`src/rtl/cordic_angle_sweeper.sv`:
```
// rtl/cordic_angle_sweeper.sv - angle sequence source for cordic_sin_cos, Q16.4 degrees wrapped to [-180,+180)
// Optional reverse sweeping via CORDIC_SWEEP_BIDIR_EN (adds dir port).
module cordic_angle_sweeper #(
  parameter int ANGLE_W    = 20,
  parameter int CNT_W      = 16,
  parameter int CORDIC_LAT = 1
) (
  input  logic               clk,
  input  logic               rst,
  input  logic               start,
  input  logic               stop,
  input  logic               hold,
`ifdef CORDIC_SWEEP_BIDIR_EN
  input  logic               dir,
`endif
  input  logic [ANGLE_W-1:0] start_angle,
  input  logic [ANGLE_W-1:0] step,
  input  logic [CNT_W-1:0]   num_samples,
  output logic [ANGLE_W-1:0] target_angle,
  output logic               angle_valid,
  output logic               sample_valid,
  output logic               busy,
  output logic               done
);

  localparam logic [1:0] S_IDLE  = 2'd0;
  localparam logic [1:0] S_RUN   = 2'd1;
  localparam logic [1:0] S_DRAIN = 2'd2;
  localparam logic [1:0] S_DONE  = 2'd3;

  localparam int DW = (CORDIC_LAT > 1) ? $clog2(CORDIC_LAT) : 1;

  localparam logic signed [ANGLE_W:0] HALF_TURN = (ANGLE_W+1)'(2880);
  localparam logic signed [ANGLE_W:0] FULL_TURN = (ANGLE_W+1)'(5760);
  localparam logic [ANGLE_W-1:0]      STEP_MAX  = ANGLE_W'(5759);

  logic [1:0]            state;
  logic [CNT_W-1:0]      cnt;
  logic                  continuous;
  logic [ANGLE_W-1:0]    step_r;
  logic [DW-1:0]         drain_cnt;
  logic [CORDIC_LAT-1:0] sv_pipe;
  logic                  dir_r;
  logic                  start_go;
  logic                  last_angle;
  logic [ANGLE_W-1:0]    step_sat;

  logic signed [ANGLE_W:0] start_ext;
  logic signed [ANGLE_W:0] start_wrapped;
  logic signed [ANGLE_W:0] cur_ext;
  logic signed [ANGLE_W:0] step_ext;
  logic signed [ANGLE_W:0] sum_up;
  logic signed [ANGLE_W:0] sum_dn;
  logic signed [ANGLE_W:0] next_angle;

  assign start_go   = (state == S_IDLE) && start && !stop;
  assign step_sat   = (step > STEP_MAX) ? STEP_MAX : step;
  // Only a presented angle can be the last one; continuous mode never terminates on count.
  assign last_angle = angle_valid && !continuous && (cnt == CNT_W'(1));

  assign busy         = (state == S_RUN) || (state == S_DRAIN);
  assign done         = (state == S_DONE);
  assign sample_valid = sv_pipe[CORDIC_LAT-1];

  always_comb begin
    start_ext = {start_angle[ANGLE_W-1], start_angle};
    if (start_ext >= HALF_TURN)
      start_wrapped = start_ext - FULL_TURN;
    else if (start_ext < -HALF_TURN)
      start_wrapped = start_ext + FULL_TURN;
    else
      start_wrapped = start_ext;

    cur_ext  = {target_angle[ANGLE_W-1], target_angle};
    step_ext = {1'b0, step_r};
    sum_up   = cur_ext + step_ext;
    if (sum_up >= HALF_TURN)
      sum_up = sum_up - FULL_TURN;
    sum_dn   = cur_ext - step_ext;
    if (sum_dn < -HALF_TURN)
      sum_dn = sum_dn + FULL_TURN;
    next_angle = dir_r ? sum_dn : sum_up;
  end

`ifdef CORDIC_SWEEP_BIDIR_EN
  always_ff @(posedge clk) begin
    if (rst)
      dir_r <= 1'b0;
    else if (start_go)
      dir_r <= dir;
  end
`else
  assign dir_r = 1'b0;
`endif

  always_ff @(posedge clk) begin
    if (rst) begin
      state        <= S_IDLE;
      cnt          <= '0;
      continuous   <= 1'b0;
      step_r       <= '0;
      drain_cnt    <= '0;
      sv_pipe      <= '0;
      target_angle <= '0;
      angle_valid  <= 1'b0;
    end else begin
      sv_pipe[0] <= angle_valid;
      for (int i = 1; i < CORDIC_LAT; i++)
        sv_pipe[i] <= sv_pipe[i-1];

      case (state)
        S_IDLE: begin
          if (start_go) begin
            state        <= S_RUN;
            step_r       <= step_sat;
            cnt          <= num_samples;
            continuous   <= (num_samples == '0);
            target_angle <= start_wrapped[ANGLE_W-1:0];
            angle_valid  <= 1'b1;
          end
        end
        S_RUN: begin
          if (angle_valid)
            cnt <= cnt - CNT_W'(1);
          // The angle on the bus during a stop cycle is still delivered; nothing follows it.
          if (last_angle || stop) begin
            state       <= S_DRAIN;
            angle_valid <= 1'b0;
            drain_cnt   <= DW'(CORDIC_LAT - 1);
          end else if (hold) begin
            angle_valid <= 1'b0;
          end else begin
            target_angle <= next_angle[ANGLE_W-1:0];
            angle_valid  <= 1'b1;
          end
        end
        S_DRAIN: begin
          if (drain_cnt == '0)
            state <= S_DONE;
          else
            drain_cnt <= drain_cnt - DW'(1);
        end
        S_DONE: state <= S_IDLE;
        default: state <= S_IDLE;
      endcase
    end
  end

endmodule
```
`config.mk`:
```
export PLATFORM = sky130hd
export DESIGN_NAME = cordic_angle_sweeper
export DESIGN_NICKNAME = d
export VERILOG_FILES = /design/src/rtl/cordic_angle_sweeper.sv
export SDC_FILE = /design/constraint.sdc
export NUM_CORES = 1
export LEC_CHECK = 0
export ABC_AREA = 1
export BUFFER_PORTS_ARGS = -buffer_cell sky130_fd_sc_hd__buf_4
export CAP_MARGIN = 10
export CORE_MARGIN = 1
export CORE_UTILIZATION = 55
export DETAILED_ROUTE_END_ITERATION = 6
export GPL_ROUTABILITY_DRIVEN = 0
export PLACE_DENSITY = 0.77
export SKIP_LAST_GASP = 1
export SLEW_MARGIN = 25
export SYNTH_ARGS = -nofsm -noshare
export SYNTH_HDL_FRONTEND = slang
export SYNTH_SLANG_ARGS = --single-unit
```
`constraint.sdc`:
```
create_clock -name clk -period 6.2 [get_ports clk]
set_input_delay 0.62 -clock clk [delete_from_list [all_inputs] [get_ports clk]]
set_output_delay 0.62 -clock clk [all_outputs]
set_load 0.01 [all_outputs]
```
==> Word level (Yosys, flattened, before mapping) <==
Cells that the tools add are included.
{ "classes": {"reduce_logical": 18, "n_mux": 22, "n_lt_le_gt_ge": 4, "eq_ne": 10, "add_sub_neg": 6} }
{ "op_table": {"columns": ["operator", "n"], "rows": [
  ["$mux W20", 7],
  ["$pmux W20 S2", 1],
  ["$sub A20 B14 Y20 const B", 2],
  ["$mux W16", 2],
  ["$pmux W16 S2", 1],
  ["$add A20 B21 Y21", 1],
  ["$ge A21 B13 Y1 const B", 1],
  ["$add A20 B14 Y20 const B", 1],
  ["$ge A20 B13 Y1 const B", 1],
  ["$gt A20 B13 Y1 const B", 1],
  ["$lt A20 B13 Y1 const B", 1],
  ["$eq A16 B1 Y1 const B", 1],
  ["$logic_not A16 Y1", 1],
  ["$sub A16 B1 Y16 const B", 1],
  ["$ne A2 B2 Y1 const B", 5],
  ["$pmux W2 S4", 1],
  ["$mux W2", 3],
  ["$reduce_and A2 Y1", 3],
  ["$reduce_and A3 Y1", 2],
  ["$mux W1", 5],
  ["$eq A2 B2 Y1 const B", 2],
  ["$logic_and A1 B1 Y1", 4],
  ["$pmux W1 S2", 2],
  ["$reduce_and A4 Y1", 1],
  ["other kinds (7)", 10]
]} }
{ "word_totals": {"output_inout_bits": 24, "register_bits": 62, "word_cells": 68} }

==> Depth between registers and ports, before layout <==
{ "depth": {"depth_word": 6, "ltp_mapped": 24, "ltp_nobuf": 24} }

==> Worst setup path after synthesis <==
OpenSTA, ideal clock, no wires.
{ "synth_path": {"path_kind": "flip-flop to flip-flop", "start": "register target_angle[0]", "end": "register target_angle[10]", "path_slack_ns": 3.352, "synth_period_minus_slack_ns": 2.848, "stages_incl_launch_ff": 25, "t_arrival_ns": 2.782, "required_ns": 6.134, "n_path_buf": 1, "setup_time_ns": 0.066, "path_cell_list": "dfxtp_1 > ha_1 > inv_1 > fa_1 > inv_1 > nand2_1 > nand2_1 > nand3_1 > nand2_1 > nand2_1 > nand2_2 > inv_2 > ha_1 > nand3_1 > nand2_1 > nor2_1 > nand2_1 > nand2_1 > nand4_4 > nand2_4 > buf_12 > nand2_2 > nand2_1 > nand2_1 > a21oi_2"} }
{ "synth_via": {"elab_chain_cells": 6, "elab_cells_between_ends": 7, "cone_classes": "add/sub: 2; order compare: 1; mux: 4"} }
{ "synth_lines": {"columns": ["element", "line", "text"], "rows": [
  ["start: declaration", "19", "output logic [ANGLE_W-1:0] target_angle,"],
  ["start signal: assignment", "118", "target_angle <= start_wrapped[ANGLE_W-1:0];"],
  ["start signal: assignment", "133", "target_angle <= next_angle[ANGLE_W-1:0];"],
  ["$add A20 B21 Y21 *", "76", "sum_up = cur_ext + step_ext;"],
  ["$sub A20 B14 Y20 / $ge A21 B13 Y1 (equally long branches)", "78, 77", null],
  ["$mux W20 *", "77", "if (sum_up >= HALF_TURN)"],
  ["$mux W20 *", "130", "end else if (hold) begin"],
  ["$mux W20 *", "126", "if (last_angle || stop) begin"],
  ["$pmux W20 S2 *", "111", "case (state)"]
]} }
Mark *: on every way between the ends. The rest lies on a longest branch, timed or not. The select of a mux whose other input is x is not followed.
A chain may end at the register's enable or synchronous reset.

==> Final worst setup path <==
{ "layout_path": {"start": "register state[0]", "end": "register cnt[5]"} }
{ "layout_via": {"elab_chain_cells": 5, "elab_cells_between_ends": 9, "cone_classes": "eq/ne: 3; mux: 1; reduce/logical: 5"} }
{ "layout_lines": {"columns": ["element", "line", "text"], "rows": [
  ["start: declaration", "37", "logic [1:0] state;"],
  ["start signal: assignment", "98", "state <= S_IDLE;"],
  ["start signal: assignment", "114", "state <= S_RUN;"],
  ["start signal: assignment", "127", "state <= S_DRAIN;"],
  ["$logic_not A2 Y1", "56, 111", null],
  ["$logic_and A1 B1 Y1 (2 in a row)", "56", "assign start_go = (state == S_IDLE) && start && !stop;"],
  ["$ne A2 B2 Y1 (no source line)", null, null],
  ["$reduce_and A3 Y1 (no source line)", null, null],
  ["end signal: assignment", "116", "cnt <= num_samples;"],
  ["end signal: assignment", "124", "cnt <= cnt - CNT_W'(1);"],
  ["end: declaration", "38", "logic [CNT_W-1:0] cnt;"]
]} }
Parallel ways exist; a longest one is shown, timed or not.

==> flow_summary_export.csv <==
group,metric,value,unit
final_layout,diodes,0,
routing,wl_met1,7.79,mm
synth,synth_nets,1033,
synth,avgSynthCellArea,5.98,sq um
sta,max_freq,296,MHz
cts,clk_pin_slew_worst_paths,0.08,ns
sta,tightest_slew,1.01,ns
synth,synth_top_family_by_area,"simple AND/OR/NAND/NOR gates",
grt,grt_usage,0.316,
synth,synth_area,5620,sq um
placed_design,place_hpwl,12.6,mm
final_layout,fillers,1000,
synth,yosys.area_share.simple,0.393,
setup_path,rrSetupSlack,2.82,ns
placed_design,port_buffers,84,
final_layout,drive_gt1_frac,0.173,
die,fp.coreArea,9860,sq um
placed_design,dpl_cell_area,6310,sq um
hold_path,hold_end,"step_r[15]",
sta,timing.hold.ws,0.455,ns
cts,cts.path.max_buffers,2,
setup_path,end_kind,"register",
setup_path,worstSetupStartpointType,"register",
cts,cts_tree,"yes",
cts,clock_sinks,61,
pwr,p_per_area,426,nW/um^2
setup_path,cp_data_arrival_time,3.66,ns
routing,viasPerCell,5.47,
grt,grt_max_degree,52,
cts,postCtsHoldBufs,0,
sta,hold_viol,0,
cts,clock_latency,0.34,ns
final_layout,fin_util,0.658,
routing,wl_per_cell,14.1,microns
sta,period_needed,3.38,ns
routing,met2_length,7.16,mm
pwr,peakVddDrop,0.215,mV
hold_path,min_from,"step_r[15]",
synth,synth.distinct_cells,45,
routing,drt-total-wl,16.1,mm
setup_path,crit_type,"reg -> reg",
routing,vias,6258,
cts,post-cts-setup-buffers,0,
routing,drtAntennaViolNets,0,
synth,synth_edf_count,0,
cts,ctsRootBufferMaster,"clkbuf_8",
cts,cts_buffers,9,
synth,synth_xor_area_frac,0.0231,
die,start_util,0.570,
grt,antenna_found_initial,0,
cts,cts_resized,0,
synth,synth_compound_area_frac,0.191,
sta,fin_worst_skew,0.0123,ns
setup_path,r2r_end,"cnt[5]",
setup_path,worstReg2RegStart,"state[0]",
hold_path,hold_path.class,"reg -> reg",
hold_path,whs_path_depth,2,
routing,drc,0,
cts,ctsHtreeMaxLevel,3,
grt,grt-ovfl-total,0,
final_layout,area_growth,15.4,%
setup_path,cp_max_fo,23,
setup_path,required,6.48,ns
sta,slew_headroom,0.323,
synth,ys_ff_latch,61,
synth,yosysWarnings,0,
routing,firstDrtPassIters,5,
die,fp-row-count,36,
sta,maxSlewViolCount,0,
grt,grt_pass1_wl,26.3,mm
sta,rsz0062_at_grt,"no",
die,die_height,103,microns
setup_path,reg2regPathDepth,11,
final_layout,fin_area,6490,sq um
pwr,p_total,2.76,mW
routing,drt_iter0_drc,402,
routing,top_layer_used,"met4",
run_status,status,"completed",
final_layout,final_common_cell,"nand2_1",
sta,finalSetupTns,0,ns
synth,yosysSeqAreaShare,0.217,
die,die_area,10600,sq um
synth,postSynth.topFlopCell,"dfxtp_1",
synth,netlist_instances,940,
routing,route.met3.wl,967,microns
pwr,p_leak,3.29,nW
sta,post-route-period-util,0.545,
final_layout,most-common-layout-cells,"nand2_1 (272), inv_1 (101), buf_4 (87)",
die,io_pins,85,
grt,grt_pass1_vias,5555,
synth,synth_mux_area_frac,0,
final_layout,final_nets,1100,
synth,synth_fa_ha_area_frac,0.0725,
run,maxCapViolCount,0,
synth,async_reset_ff_frac,0,
sta,finalSetupViolCount,0,
die,die_w,103,microns
==> area by class of cell <==
class | count | area [sq um] | share of cell area
Clock inverter | 7 | 50.0 | 0.00771
Clock buffer | 9 | 124 | 0.0191
Tap cell | 133 | 166 | 0.0256
Sequential cell | 61 | 1220 | 0.188
Multi-Input combinational cell | 731 | 3830 | 0.591
Inverter | 117 | 439 | 0.0677
Timing Repair Buffer | 87 | 653 | 0.101
==> metal layers <==
metal  up-vias  track usage
met3        14       0.0393
li1       3205            -
met5         -            0
met4         0       0.0650
met2       196        0.522
met1      2843        0.442
==> metrics by stage <==
step	worst slack (ns)	cells
2_1_floorplan	3.35	940
3_3_place_gp	2.85	1129
3_5_place_dp	2.80	1129
4_1_cts	2.87	1145
5_1_grt	2.38	1145
6_report	2.82	1145
==> cells by family (layout without fill, tap and decap cells) <==
kind of cell             Yosys count  count (layout)
AND/OR/NAND/NOR                  496             496
AO/OA/AOI/OAI                    189             189
adder cells (fa/ha/maj)           32              32
XOR/XNOR                          14              14
buffers and inverters            148             220
flip-flops                        61              61
==> power breakdown <==
group          total [mW]  leakage, nW  switching [mW]  internal (mW)
clock               0.319       0.0933           0.173          0.146
combinational        1.82         2.70            1.17          0.644
sequential          0.623        0.500           0.115          0.508
==> state kept, by name (all words and copies together) (netlist names) <==
register	count
cnt	16
angle_valid	1
state	2
continuous	1
target_angle	20
sample_valid	1
step_r	20
==> cell usage after synthesis, drive strengths merged, types with 2 or more instances <==
| cell | number | area [sq um] |
|---|---|---|
| o21ai | 71 | 355 |
| a21oi | 81 | 447 |
| or2 | 3 | 18.8 |
| o21bai | 2 | 15.0 |
| nand4 | 12 | 90.1 |
| nand3b | 4 | 30.0 |
| o211ai | 16 | 120 |
| nor3 | 13 | 65.1 |
| xor2 | 9 | 78.8 |
| buf | 5 | 45.0 |
| o31ai | 3 | 22.5 |
| dfxtp | 61 | 1220 |
| ha | 31 | 388 |
| nand2 | 304 | 1240 |
| nor2 | 86 | 360 |
| a211oi | 2 | 15.0 |
| clkbuf | 26 | 97.6 |
| o21a | 2 | 15.0 |
| a31oi | 6 | 37.5 |
| clkinv | 3 | 11.3 |
| nor4 | 5 | 31.3 |
| and2 | 3 | 18.8 |
| inv | 114 | 428 |
| xnor2 | 5 | 51.3 |
| and3 | 2 | 12.5 |
| nand3 | 64 | 345 |
| o22ai | 2 | 12.5 |
==> worst max-delay path, stage by stage, from the launching register on <==
cell	delay, ns
dfxtp_1	0.34
inv_1	0.10
ha_1	0.26
nand3_1	0.48
inv_1	0.75
nor2_1	0.08
a21oi_1	0.16
buf_4	0.22
clkinv_1	0.39
a31oi_1	0.27
o21ai_0	0.11
a21oi_1	0.13
==> how the worst max path moves through the flow <==
stage	start	end	slack, ns	cells after the start
floorplan	target_angle[0]	target_angle[10]	3.35	24
global placement	stop	cnt[5]	2.85	11
detailed placement	stop	cnt[5]	2.80	11
CTS	state[0]	cnt[5]	2.87	11
global route	state[0]	cnt[5]	2.38	11
finish	state[0]	cnt[5]	2.82	11
No activity file was read; power rests on OpenSTA's default activity.
